`src/rtl/instr_fetch.sv`:
```
// Two-byte instruction fetch: owns the PC, reads opcode1/opcode2 from a combinational ROM, applies taken jumps.
// Latency: 1-byte instruction valid 1 cycle after FETCH1 entry, 2-byte valid after 2; no prefetch, no back-to-back issue.
// Backpressure: opcode1/opcode2/fetch_pc/fetch_valid are held in ISSUE until fetch_ready; the PC does not advance meanwhile.
module instr_fetch (
  input  logic       clk,
  input  logic       reset,
  output logic [7:0] rom_address,
  input  logic [7:0] rom_data,
  output logic [7:0] fetch_opcode1,
  output logic [7:0] fetch_opcode2,
  output logic [7:0] fetch_pc,
  output logic       fetch_valid,
  input  logic       fetch_ready,
  input  logic       fetch_jump
);

  localparam logic [1:0] ST_FETCH1 = 2'd0;
  localparam logic [1:0] ST_FETCH2 = 2'd1;
  localparam logic [1:0] ST_ISSUE  = 2'd2;

  localparam logic [3:0] OP_JUMP = 4'b0100;

  logic [1:0] state;
  logic [7:0] pc;
  logic [7:0] pc_inc;
  logic       first_is_two_byte;
  logic       jump_taken;

  // Opcode classes 0001..0100 and every 1xxx carry an operand byte;
  // nop and the undefined 0101..0111 are single-byte.
  function automatic logic needs_operand(input logic [3:0] op_hi);
    logic r;
    r = 1'b0;
    if (op_hi[3]) begin
      r = 1'b1;
    end else begin
      case (op_hi[2:0])
        3'b001, 3'b010, 3'b011, 3'b100: r = 1'b1;
        default:                        r = 1'b0;
      endcase
    end
    return r;
  endfunction

  // The ROM is addressed straight from the PC in every state; in ISSUE this
  // is simply the next fetch address and the ROM output is ignored.
  assign rom_address = pc;

  // Modulo-256 increment: 8'hFF rolls over to 8'h00, so a 2-byte
  // instruction at the top of memory takes its operand from address 0.
  assign pc_inc = pc + 8'd1;

  // Length decode of the byte currently presented by the ROM (used in FETCH1).
  assign first_is_two_byte = needs_operand(rom_data[7:4]);

  // A jump redirects only when the issued instruction is a jump and the
  // Controller's condition is true in the accept cycle.
  assign jump_taken = (fetch_opcode1[7:4] == OP_JUMP) && fetch_jump;

  // Fetch FSM, PC and the registered instruction outputs; reset overrides
  // everything including an in-progress handshake or jump.
  always_ff @(posedge clk) begin
    if (reset) begin
      state         <= ST_FETCH1;
      pc            <= 8'h00;
      fetch_opcode1 <= 8'h00;
      fetch_opcode2 <= 8'h00;
      fetch_pc      <= 8'h00;
      fetch_valid   <= 1'b0;
    end else begin
      case (state)
        ST_FETCH1: begin
          fetch_opcode1 <= rom_data;
          fetch_pc      <= pc;
          pc            <= pc_inc;
          if (first_is_two_byte) begin
            state <= ST_FETCH2;
          end else begin
            fetch_opcode2 <= 8'h00;
            fetch_valid   <= 1'b1;
            state         <= ST_ISSUE;
          end
        end

        ST_FETCH2: begin
          fetch_opcode2 <= rom_data;
          pc            <= pc_inc;
          fetch_valid   <= 1'b1;
          state         <= ST_ISSUE;
        end

        ST_ISSUE: begin
          // Hold everything until accepted; PC already points past the
          // instruction so the not-taken path leaves it alone.
          if (fetch_ready) begin
            fetch_valid <= 1'b0;
            state       <= ST_FETCH1;
            if (jump_taken) begin
              pc <= fetch_opcode2;
            end
          end
        end

        default: begin
          // Unreachable encoding: recover to a clean fetch.
          fetch_valid <= 1'b0;
          state       <= ST_FETCH1;
        end
      endcase
    end
  end

endmodule

```
`config.mk`:
```
export PLATFORM = sky130hd
export DESIGN_NAME = instr_fetch
export DESIGN_NICKNAME = d
export VERILOG_FILES = /design/src/rtl/instr_fetch.sv
export SDC_FILE = /design/constraint.sdc
export NUM_CORES = 1
export LEC_CHECK = 0
export CORE_ASPECT_RATIO = 0.8
export CORE_MARGIN = 1.5
export CORE_UTILIZATION = 50
export DETAILED_ROUTE_END_ITERATION = 10
export GPL_TIMING_DRIVEN = 0
export HOLD_SLACK_MARGIN = 0.12
export PLACE_DENSITY_LB_ADDON = 0.3
export SYNTH_ARGS = -nofsm -noshare
export SYNTH_HDL_FRONTEND = slang
export SYNTH_SLANG_ARGS = --single-unit
export TNS_END_PERCENT = 100
```
`constraint.sdc`:
```
create_clock -name clk -period 2.3 [get_ports clk]
set_input_delay 0.345 -clock clk [delete_from_list [all_inputs] [get_ports clk]]
set_output_delay 0.345 -clock clk [all_outputs]
set_load 0.05 [all_outputs]
```
# Word level (Yosys, flattened, before mapping)
# Cells that the tools add are included.
# Widths: inputs -> output; s select.
word_totals:
  reg_bits: 35
  inputBits: 12
  out_inout_bits: 33
  wordCells: 39
classes:
  add_sub_neg: 1
  eq_ne: 10
  mux: 13
  reduce_logical: 9
ops:
  columns: ["cell", "n"]
  rows:
  - ["$pmux 8 s2", 2]
  - ["$mux 8", 3]
  - ["$add 8x1->8 const B", 1]
  - ["$eq 3x2->1 const B", 2]
  - ["$ne 2x2->1 const B", 3]
  - ["$pmux 2 s3", 1]
  - ["$eq 4x3->1 const B", 1]
  - ["$mux 1", 4]
  - ["$mux 2", 2]
  - ["$reduce_and 2->1", 2]
  - ["$reduce_bool 2->1", 2]
  - ["$reduce_or 4->1", 1]
  - ["$eq 3x1->1 const B", 1]
  - ["$eq 3x3->1 const B", 1]
  - ["$pmux 1 s3", 1]
  - ["$reduce_and 3->1", 1]
  - ["$eq 2x1->1 const B", 1]
  - ["$eq 2x2->1 const B", 1]
  - ["$logic_not 2->1", 1]
  - ["$reduce_or 2->1", 1]
  - ["$logic_and 1x1->1", 1]

# Logic depth before layout (Yosys ltp)
logic_depth:
  word_depth: 6
  mapped_depth: 6
  mapped_depth_nobuf: 4

# Least setup slack after synthesis
# No wires, ideal clock.
synth_path:
  path_type: "reg-to-reg"
  startpoint: "register fetch_opcode1[6]"
  endpoint: "register pc[5] (netlist: rom_address[5])"
  setup_ps: 117
  arrival_ps: 1639
  required_time_ps: 2183
  path_slack_ps: 544
  path_stages_with_launch: 5
  n_path_buf: 0
  period_less_slack_ps: 1756
  cell_sequence: "dfxtp_1 nand4b_2 o41ai_4 o21ai_2 a32o_1"
synth_between:
  elab_chain_len: 4
synth_lines:
  columns: ["item", "line_no", "source"]
  rows:
  - ["start, declared", "9", "output logic [7:0] fetch_opcode1,"]
  - ["start signal, assigned", "73", "fetch_opcode1 <= rom_data;"]
  - ["$eq 4x3->1", "58", "assign jump_taken = (fetch_opcode1[7:4] == OP_JUMP) && fetch_jump;"]
  - ["$logic_and 1x1->1", "58", null]
  - ["$ne 2x2->1 (no source line)", null, null]
  - ["$reduce_and 3->1 (no source line)", null, null]
  - ["end signal, assigned", "75", "pc <= pc_inc;"]
  - ["end signal, assigned", "87", "pc <= pc_inc;"]
  - ["end signal, assigned", "99", "pc <= fetch_opcode2;"]
  - ["end, declared", "24", "logic [7:0] pc;"]
# No other way between the ends.
# A chain may end at the register's enable or synchronous reset.

# Worst setup path in the final report
layout_path:
  startpoint: "register pc[0] (netlist: rom_address[0])"
  endpoint: "output rom_address[0]"
layout_lines:
  columns: ["item", "line_no", "source"]
  rows:
  - ["end, declared", "7", "output logic [7:0] rom_address,"]
# No word-level cell between the ends.

==> metrics list <==
- The most common cell in the synthesized netlist is a21oi_1.
- H-Tree Depth: 2
* Number of endpoints failing setup at the final stage: 0
- RSZ-0062 raised after global routing: false
- Static power due to leakage: 0.000753 uW
- Summing all flip-flop and latch instances after layout gives around 700 sq um.
- By count the netlist is led by 40 x a21oi_1, 37 x nand2_1, 35 x dfxtp_1.
- Cell taking the most area after synthesis: dfxtp_1
- Synthesis produced between 150 and 200 cells.
* PortBufs: 43
- The die covers around 3400 sq um.
* Ant diodes: 0
- Combinational fraction of design power: 0.275
* Antenna violations before repair: 0
- Setup total negative slack on the finished layout was measured at 0 ns.
* Buffer levels on the longest clock path: 2
- Clock tree sinks: 35
- Internal power component: ~1100 uW
* Slowest-stage cell, CP: clkdlybuf4s50_1
- Synth top area share: 0.458
- For the finished layout, the period the worst path requires is between 1.5 and 2 ns.
- In this run the count of I/O pins placed on the die edge is 45.
- Largest net degree at the start of global routing: 11
* First DRT Iteration DRCs: 111
* Family with the most delay on the worst path: buffers and inverters
* Number of maximum-capacitance constraint violations: 0
- Summed over all layers, the global routing overflow is 0.
- TritonCTS clock tree: built
- Detailed routing inserted a total of between 1500 and 2000 vias.
- CTS clk-pin slew, worst paths: 0.07 ns
- Final hold viol count: 0
* Average detailed-routed wire length per instance: between 15 and 20 um
* Delay of the slowest cell on the worst path: about 0.86 ns
* Power density relative to cell area: 773 nW/um^2
- Main flop type after synthesis: dfxtp_1
- Along the worst path, the maximum fanout reaches 8.
- Hold buffer count at CTS: 0
- Fmax: approximately 0.5 GHz
- TritonCTS Buffers: 5
- Post-synthesis sequential element count: 35
- The max-slew violation total from the final report was 0.
- The final layout contains 248 nets.
- Clock latency on the worst-skew pair, taken at its later pin, is between 0.2 and 0.3 ns.
- Post-route DRC violation count: 0
* Clock share of power: 0.300
- The first global-routing pass estimated 6.93 mm of wire.
- Switching part of the total power: 0.344
* CP Data Arrival Time: around 1.6 ns
- Type of the worst setup path: flop to output port
- Switching power summed over all nets: 559 uW
- Averaged over all synthesized cells, the footprint is around 8.3 sq um.
* Number of enable flip-flop cells after synthesis: 0
* Placer congestion estimate: 0.892
- Post-synthesis cell area: around 1500 sq um
* Part of the cycle the worst path needs: 0.858
- Worst Path Buf+Inv: 1
- Worst Setup End Kind: output port
* Total instance count after detailed placement: between 200 and 300
- Worst Tran Pin Value: just under 0.6 ns
- Maximum vdd drop: about 500 uV
- The share of total power dissipated in sequential elements is 0.425.
- Via/cell ratio: just under 6
- The floorplan step set the die width to between 60 and 70 um.
- Tightest slew margin relative to the limit: 0.610
- Area grow syn2layout: 37.8%
* Register area share after synthesis: 0.458
- Overall fraction of global-route tracks in use: 0.273
- Wires add up to 4.24 mm.
* Path category of the worst min-delay check: primary input to flop
- Share of post-route cells with drive strength above 1: 0.0720
* Most area-consuming cells after synthesis: dfxtp_1 46%, a21oi_1 13%, nand2_1 9.1%
- Yosys synthesis warning count: 0
- In this run the post-CTS setup repair buffer count came out at 0.
- Fill cells in the final layout number ~220.
- Required time of the worst setup path: around 2.0 ns
- After clock tree synthesis, the repair step resized 0 gates.
* Remaining antenna violation count after routing: 0
- Counting flops with an async set or reset pin after synthesis yields a share of 0.
* Post-detail-place hpwl: 3.12 mm
- Walking the worst path, the cells encountered are clkdlybuf4s50_1.
- The number of global-route vias before repair is 1533.
* Number of standard-cell rows in the floorplan: 17
- Final clock skew: about 0.0029 ns
* Critical Path Start Type: flop
- Post-synthesis cell type count: 33
* Detailed-routing iteration count for the pre-antenna-repair pass: 5
* DIE HEIGHT: roughly 52 um
- Summing all multi-input logic gate instances after layout gives 769 sq um.
* Starting utilization of the core area: 0.540
- Post-route non-filler standard cell count: about 270
- The tree is rooted in a clkbuf_8.
* Area of the placeable core: approximately 2800 sq um
- Post-Syn Nets: 198
* Result of the run: finished clean
==> power by group through the flow <==
stage	Clock, uW	Combinational [uW]	Sequential (uW)
floorplan	0	167	827
global placement	0	431	701
detailed placement	0	442	704
CTS	493	444	690
global route	526	479	698
finish	489	447	692
==> final timing paths <==
check	start	endpoint	slack, ns	cells past startpoint
max	rom_address[0]	rom_address[0]	0.33	1
min	reset	fetch_opcode2[5]	0.45	2
max reg2reg	state[1]	fetch_pc[6]	0.66	5
min reg2reg	fetch_opcode1[2]	fetch_opcode1[2]	0.46	2
==> state kept, by name (all words and copies together), names as in the netlist <==
register,count
fetch_opcode1,8
fetch_valid,1
fetch_pc,8
rom_address,8
fetch_opcode2,8
state,2
==> final cells by class <==
cell class | instances | area share
repair buffers | 43 | 0.204
multi-input cells | 136 | 0.365
flip-flops and latches | 35 | 0.333
well taps | 38 | 0.0226
plain buffers | 11 | 0.0226
inverters | 3 | 0.00534
clock buffers | 8 | 0.0475
==> cells by family after synthesis <==
family / share of synthesized area
AOI/OAI and AO/OA: 0.284
adders and majority gates: 0.00818
buffers and inverters: 0.0385
DFF: 0.458
muxes: 0.0131
and+or+nand+nor: 0.198
==> placed cells by master, fill, tap and decap left out, types with 3 or more instances in the layout <==
cell type / count
inv_1: 3
dfxtp_1: 35
a21oi_1: 40
clkbuf_1: 7
buf_2: 5
clkbuf_8: 7
nor2_1: 7
and3_1: 4
and2_1: 3
clkdlybuf4s50_1: 43
a211oi_1: 9
o21ai_0: 7
nand2_1: 37
==> layer usage <==
metal | global-route usage | routed length, um | vias to the layer above
met5 | 0 | 0 | -
met4 | 0.163 | 101 | 0
met3 | 0.0753 | 428 | 13
met2 | 0.445 | 2020 | 96
met1 | 0.325 | 1690 | 758
li1 | - | - | 761
==> through the flow <==
| step | cell area (sq um) | hold slack [ns] | total power [uW] | setup WS, ns | utilization |
|---|---|---|---|---|---|
| 4_1_cts | 2110 | 0.435 | 1630 | 0.345 | 0.745 |
| 3_5_place_dp | 2010 | 0.450 | 1150 | 0.238 | 0.709 |
| 6_report | 2110 | 0.446 | 1630 | 0.326 | 0.745 |
| 3_3_place_gp | 2010 | 0.442 | 1130 | 0.279 | 0.709 |
| 2_1_floorplan | 1530 | 0.481 | 993 | 0.544 | - |
| 5_1_grt | 2110 | 0.477 | 1700 | 0.292 | 0.745 |
No activity file was read; power rests on OpenSTA's default activity.
